===== config.mk =====
export PLATFORM = sky130hd
export DESIGN_NAME = vector_mem_ctrl
export DESIGN_NICKNAME = d
export VERILOG_FILES = /design/src/rtl/vector_mem_ctrl.sv
export SDC_FILE = /design/constraint.sdc
export NUM_CORES = 2
export LEC_CHECK = 0
export ABC_AREA = 1
export BUFFER_PORTS_ARGS = -buffer_cell sky130_fd_sc_hd__buf_2
export CELL_PAD_IN_SITES_DETAIL_PLACEMENT = 1
export CELL_PAD_IN_SITES_GLOBAL_PLACEMENT = 2
export CORE_AREA = 2 2 361 363
export DETAILED_ROUTE_END_ITERATION = 10
export DIE_AREA = 0 0 363 365
export PLACE_DENSITY_LB_ADDON = 0.25
export SLEW_MARGIN = 20
export SYNTH_ARGS = -nofsm -noshare
export SYNTH_HDL_FRONTEND = slang
export SYNTH_SLANG_ARGS = --single-unit

===== constraint.sdc =====
create_clock -name clk -period 28.1 [get_ports clk]
set_clock_uncertainty 0.15 [all_clocks]
set_input_delay 2.81 -clock clk [delete_from_list [all_inputs] [get_ports clk]]
set_output_delay 2.81 -clock clk [all_outputs]
set_load 0.02 [all_outputs]

===== src/rtl/vector_mem_ctrl.sv =====
`default_nettype none
// +----------------------------------------------------------------------------+
// | vector_mem_ctrl: splits scalar/strided vector LSU requests into single     |
// | data-cache accesses and gathers load results into a slot buffer.           |
// | Revision: 1.0                                                              |
// +----------------------------------------------------------------------------+
module vector_mem_ctrl #(
   parameter int ADDR_WIDTH       = 17,
   parameter int DATA_LEN         = 32,
   parameter int VECTOR_SIZE      = 8,
   parameter int ENTRY_INDEX_SIZE = 3
) (
   input  logic                              clk,
   input  logic                              rst,
   input  logic                              req_valid,
   output logic                              req_ready,
   input  logic [1:0]                        req_op,
   input  logic                              req_scalar,
   input  logic [ADDR_WIDTH-1:0]             req_addr,
   input  logic [ADDR_WIDTH-1:0]             req_stride,
   input  logic [2:0]                        req_vsew,
   input  logic [ENTRY_INDEX_SIZE:0]         req_vl,
   input  logic [VECTOR_SIZE*DATA_LEN-1:0]   req_wdata,
   output logic                              resp_valid,
   output logic [VECTOR_SIZE*DATA_LEN-1:0]   resp_data,
   output logic                              resp_err,
   output logic [ADDR_WIDTH-1:0]             data_addr,
   output logic [2:0]                        data_type,
   output logic [DATA_LEN-1:0]               cache_written_data,
   output logic [1:0]                        cache_vis_signal,
   output logic [ENTRY_INDEX_SIZE:0]         length,
   input  logic [DATA_LEN-1:0]               data,
   input  logic [1:0]                        d_cache_vis_status
);

   localparam int CW = ENTRY_INDEX_SIZE + 1;

   localparam logic [1:0] D_CACHE_NOP   = 2'd0;
   localparam logic [1:0] D_CACHE_LOAD  = 2'd1;
   localparam logic [1:0] D_CACHE_STORE = 2'd2;

   localparam logic [1:0] D_CACHE_RESTING      = 2'd0;
   localparam logic [1:0] D_CACHE_L_S_FINISHED = 2'd3;

   localparam logic [2:0] ONE_BYTE   = 3'd0;
   localparam logic [2:0] FOUR_BYTE  = 3'd2;
   localparam logic [2:0] EIGHT_BYTE = 3'd3;

   localparam logic [CW-1:0] C_VS_N    = CW'(VECTOR_SIZE);
   localparam logic [CW:0]   C_VS_WIDE = {1'b0, C_VS_N};

   typedef enum logic [2:0] {
      IDLE  = 3'd0,
      GAP   = 3'd1,
      ISSUE = 3'd2,
      WAIT  = 3'd3,
      DONE  = 3'd4
   } state_t;

   state_t                            r_state;
   state_t                            w_state_next;
   logic [1:0]                        r_op;
   logic                              r_eight;
   logic [2:0]                        r_vsew;
   logic [ADDR_WIDTH-1:0]             r_elem_addr;
   logic [ADDR_WIDTH-1:0]             r_stride;
   logic [VECTOR_SIZE*DATA_LEN-1:0]   r_wdata;
   logic [VECTOR_SIZE*DATA_LEN-1:0]   r_slots;
   logic [CW-1:0]                     r_k;
   logic [CW-1:0]                     r_n;
   logic                              r_trunc;

   logic                              w_accept;
   logic                              w_start;
   logic [CW:0]                       w_base_cnt;
   logic [CW:0]                       w_raw_cnt;
   logic                              w_trunc;
   logic [CW-1:0]                     w_req_n;
   logic [CW-1:0]                     w_k_inc;
   logic                              w_last;
   logic                              w_resting;
   logic                              w_finished;
   logic [31:0]                       w_slot_base;

   assign length     = CW'(1);
   assign w_accept   = req_valid && req_ready;
   assign w_start    = w_accept && (req_op != D_CACHE_NOP);
   assign w_resting  = (d_cache_vis_status == D_CACHE_RESTING);
   assign w_finished = (d_cache_vis_status == D_CACHE_L_S_FINISHED);

   // Each EIGHT_BYTE element costs two FOUR_BYTE accesses; overflow is clamped and flagged.
   assign w_base_cnt  = req_scalar ? {{CW{1'b0}}, 1'b1} : {1'b0, req_vl};
   assign w_raw_cnt   = (req_vsew == EIGHT_BYTE) ? (w_base_cnt << 1) : w_base_cnt;
   assign w_trunc     = (w_raw_cnt > C_VS_WIDE);
   assign w_req_n     = w_trunc ? C_VS_N : w_raw_cnt[CW-1:0];
   assign w_k_inc     = r_k + CW'(1);
   assign w_last      = (w_k_inc == r_n);
   assign w_slot_base = 32'(r_k[ENTRY_INDEX_SIZE-1:0]) * 32'(DATA_LEN);

   always_ff @(posedge clk or posedge rst) begin
      if (rst) r_state <= IDLE;
      else     r_state <= w_state_next;
   end

   always_comb begin
      w_state_next = r_state;
      case (r_state)
         IDLE:    if (w_start) w_state_next = (w_req_n == '0) ? DONE : GAP;
         GAP:     if (w_resting) w_state_next = ISSUE;
         ISSUE:   w_state_next = WAIT;
         WAIT:    if (w_finished) w_state_next = w_last ? DONE : GAP;
         DONE:    w_state_next = IDLE;
         default: w_state_next = IDLE;
      endcase
   end

   always_ff @(posedge clk or posedge rst) begin
      if (rst) begin
         req_ready          <= 1'b1;
         resp_valid         <= 1'b0;
         resp_err           <= 1'b0;
         resp_data          <= '0;
         data_addr          <= '0;
         data_type          <= ONE_BYTE;
         cache_written_data <= '0;
         cache_vis_signal   <= D_CACHE_NOP;
         r_op               <= D_CACHE_NOP;
         r_eight            <= 1'b0;
         r_vsew             <= ONE_BYTE;
         r_elem_addr        <= '0;
         r_stride           <= '0;
         r_wdata            <= '0;
         r_slots            <= '0;
         r_k                <= '0;
         r_n                <= '0;
         r_trunc            <= 1'b0;
      end else begin
         // Ready stays low during the response pulse so the two never overlap.
         req_ready  <= (w_state_next == IDLE) && (r_state != DONE);
         resp_valid <= (r_state == DONE);
         resp_err   <= (r_state == DONE) && r_trunc;
         case (r_state)
            IDLE: begin
               if (w_start) begin
                  r_op        <= req_op;
                  r_eight     <= (req_vsew == EIGHT_BYTE);
                  r_vsew      <= req_vsew;
                  r_elem_addr <= req_addr;
                  r_stride    <= req_stride;
                  r_wdata     <= req_wdata;
                  r_slots     <= '0;
                  r_k         <= '0;
                  r_n         <= w_req_n;
                  r_trunc     <= w_trunc;
               end
            end
            GAP: begin
               if (w_resting) begin
                  cache_vis_signal   <= r_op;
                  data_addr          <= (r_eight && r_k[0]) ? (r_elem_addr + ADDR_WIDTH'(4))
                                                            : r_elem_addr;
                  data_type          <= r_eight ? FOUR_BYTE : r_vsew;
                  cache_written_data <= r_wdata[w_slot_base +: DATA_LEN];
               end
            end
            ISSUE: cache_vis_signal <= D_CACHE_NOP;
            WAIT: begin
               if (w_finished) begin
                  if (r_op == D_CACHE_LOAD) r_slots[w_slot_base +: DATA_LEN] <= data;
                  r_k <= w_k_inc;
                  // The element address moves on only once both halves of an EIGHT_BYTE element are done.
                  if (!r_eight || r_k[0]) r_elem_addr <= r_elem_addr + r_stride;
               end
            end
            DONE: resp_data <= (r_op == D_CACHE_LOAD) ? r_slots : '0;
            default: ;
         endcase
      end
   end

endmodule
`default_nettype wire


==> results_dict.tcl <==
set metrics [dict create \
    grt_first_pass_wirelength_um 223000 \
    switchingPower_mw 1.69 \
    clk_path_buf_depth 3 \
    grt_max_degree 232 \
    p_comb_frac 0.299 \
    reg2reg_depth 12 \
    max-cap-violations 0 \
    place_area_mm2 0.0430 \
    cp-start-kind "input port" \
    initial_core_util 0.298 \
    die_w_um 363 \
    synth_seq_cells 877 \
    die_area_mm2 0.132 \
    p_leak_nw 23.7 \
    cp-end-kind "flip-flop" \
    hold_path_class "flip-flop to flip-flop" \
    syn_inst 4511 \
    slowest_delay_ps 780 \
    drt_iter0_markers 2469 \
    grtUsageTotal 0.224 \
    worstMarginPinSlew_ps 1080 \
    io_buffers 649 \
    core_area_mm2 0.129 \
    antenna_found_initial 11 \
    p_int_mw 2.62 \
    cts_tree "built" \
    num_vias 33100 \
    setup-tns-final_ps 0 \
    drv_slew 0 \
    io_pins 654 \
    die_h_um 365 \
    rr_startpoint "r_state[2]$_DFF_PP0_" \
    irDropWorstVdd_uv 50.5 \
    synth_cell_types 44 \
    drcViolationCount 0 \
    gp_routability_congestion 0.801 \
    pwr-share-clk 0.308 \
    timing.slew.headroom 0.283 \
    path_cells "buf_2, nand2_1, nor2_1, o21a_1, nand2_4, inv_6, buf_4, o21ai_0, nand2_1, o21ai_0" \
    critical_path_class "input port to flip-flop" \
    min_period_over_period 0.193 \
    fmaxAchievable_ghz 0.184 \
    synthesis.area_mm2 0.0383 \
    viasPerCell 4.89 \
    ys_seq_area_frac 0.573 \
    cts_buffers 102 \
    post-dp-hpwl_um 103000 \
    ant_nets 0 \
    setup_viol 0 \
    power_density_mw_per_mm2 93.0 \
    switching_share 0.391 \
    design.final.nets 5377 \
    hp-start "r_wdata[15]$_DFFE_PP0P_" \
    reg2reg_slack_ps 23740 \
    routed_wl_um 151000 \
    arrival_ps 5860 \
    hold_depth 2 \
    layout-drive-gt1-share 0.177 \
    cp_max_fo 112 \
    rsz0062_at_grt "false" \
    r2r-end "r_slots[62]$_DFFE_PP0P_" \
    routedWlPerCell_um 22.3 \
    filler_cell_count 15300 \
    htree_levels 3 \
    cp.required_ps 28520 \
    fin_util 0.360 \
    seqPwrFrac 0.394 \
    overflow 0 \
    clkSinkCount 877 \
    synth.avg_cell_area_um2 8.49 \
    post_cts_resized 0 \
    grt_pass1_vias 34100 \
    status "complete, no violations" \
    period_minus_slack_ps 5440 \
    ctsHoldBuffers 0 \
    area_growth_syn_to_layout_pct 21.0 \
    cts_setup_buffers 0 \
    clock-root-buffer "clkbuf_16" \
    yosysWarnings 0 \
    firstDrtPassIters 7 \
    hold_end "r_wdata[15]$_DFFE_PP0P_" \
    clkTransAtPathRegs_ps 60 \
    rows 132 \
    hold_violations 0 \
    clk_latency_ps 690 \
    cpMaxStageDelayCell "buf_4" \
    fin_area_mm2 0.0463 \
]
Yosys cell counts, drive strengths merged:
| cell | n | share of area |
|---|---|---|
| nand2 | 1588 | 0.16 |
| dfrtp | 876 | 0.57 |
| inv | 414 | 0.041 |
| o21ai | 364 | 0.048 |
| nand3 | 257 | 0.034 |
| o31ai | 209 | 0.041 |
| clkbuf | 202 | 0.020 |
| nor2 | 155 | 0.016 |
| nand4 | 146 | 0.024 |
| buf | 101 | 0.013 |
| a21oi | 80 | 0.011 |
| nor3 | 31 | 0.0044 |
| o2111ai | 28 | 0.0064 |
| ha | 23 | 0.0075 |
| xnor2 | 6 | 0.0014 |
| xor2 | 6 | 0.0014 |
| and2 | 3 | 0.00049 |
| or2 | 3 | 0.00049 |
| a31oi | 2 | 0.00033 |
| and3 | 2 | 0.00033 |
| conb | 2 | 0.00020 |
| nor4 | 2 | 0.00049 |
| o211ai | 2 | 0.00052 |
| o22ai | 2 | 0.00033 |
| a31o | 1 | 0.00023 |
| clkinv | 1 | 0.000098 |
| dfstp | 1 | 0.00069 |
| fa | 1 | 0.00052 |
| nand3b | 1 | 0.00020 |
| o21a | 1 | 0.00020 |
| o41ai | 1 | 0.00023 |
area by class of cell:
class / count / area [µm²] / area share
multi-input combinational: 2918 / 13700 / 0.295
antenna: 5 / 12.5 / 0.000270
tap: 1675 / 2100 / 0.0452
clock inverter: 29 / 244 / 0.00526
sequential: 877 / 22000 / 0.474
clock buffer: 153 / 3090 / 0.0666
inverter: 415 / 1590 / 0.0342
timing repair buffer: 702 / 3710 / 0.0800
through the flow:
step / total power [mW] / worst slack [ps] / std cells / hold WS, ps
2_1_floorplan: 2.54 / 493 / 4513 / 292
3_3_place_gp: 3.00 / 21610 / 6586 / 304
3_5_place_dp: 3.03 / 21590 / 6586 / 308
4_1_cts: 4.38 / 22340 / 6768 / 323
5_1_grt: 4.61 / 22310 / 6772 / 338
6_report: 4.31 / 22660 / 6774 / 317
power by group through the flow:
stage	registers, mW	logic (mW)	clock network, mW
after detailed placement	1.71	1.31	0
after global placement	1.71	1.29	0
final	1.70	1.29	1.33
after CTS	1.70	1.32	1.37
after floorplan	1.71	0.830	0
after global routing	1.73	1.46	1.42
worst max-delay path by stage:
| stage | slack [ps] | cells after the start | startpoint | endpoint |
|---|---|---|---|---|
| 4_1_cts | 22340 | 5 | rst | r_slots[35]$_DFFE_PP0P_ |
| 3_3_place_gp | 21610 | 5 | rst | r_slots[33]$_DFFE_PP0P_ |
| 2_1_floorplan | 490 | 1 | rst | cache_vis_signal[0]$_DFFE_PP0P_ |
| 5_1_grt | 22310 | 5 | rst | r_wdata[150]$_DFFE_PP0P_ |
| 6_report | 22660 | 10 | req_valid | r_slots[62]$_DFFE_PP0P_ |
| 3_5_place_dp | 21590 | 5 | rst | r_slots[162]$_DFFE_PP0P_ |
state kept, by name, indices dropped and copies added (netlist names):
name                count
r_k                     4
r_wdata               256
r_slots               256
data_addr              17
cache_vis_signal        2
cache_written_data     32
r_state                 3
r_eight                 1
resp_valid              1
r_op                    2
resp_err                1
r_vsew                  3
data_type               3
req_ready               1
r_stride               17
r_elem_addr            17
resp_data             256
r_n                     4
r_trunc                 1
cells by family (layout without fill, tap and decap cells):
family | count (synthesis) | after routing | share of synthesized area
flip-flops | 877 | 877 | 0.573
adder cells (fa/ha/maj) | 24 | 24 | 0.00803
XOR/XNOR | 12 | 12 | 0.00274
buffers and inverters | 718 | 1299 | 0.0733
AO/OA/AOI/OAI | 690 | 690 | 0.108
AND/OR/NAND/NOR | 2188 | 2188 | 0.235
other | 2 | 9 | 0.000196
critical path: cells and delay by family:
kind	cells	cell delay (ps)
AO/OA/AOI/OAI	3	700
buffers and inverters	3	1500
AND/OR/NAND/NOR	4	780
per-layer routing:
layer	GRT usage	share of wire	up-vias	wire length, µm
met5	0	0.00029	-	44
li1	-	-	15600	-
met1	0.302	0.45	16500	67600
met3	0.0422	0.055	215	8270
met4	0.0901	0.040	6	5960
met2	0.354	0.46	850	69000
cell usage in the layout (no fill, tap or decap), drive strengths merged, types with 27 or more instances in the layout:
cell	instances
nand2	1588
dfrtp	876
buf	702
inv	416
o21ai	364
nand3	257
o31ai	209
nor2	155
clkbuf	153
nand4	146
a21oi	80
nor3	31
o2111ai	28
clkinv	27
No activity file was read; power rests on OpenSTA's default activity.
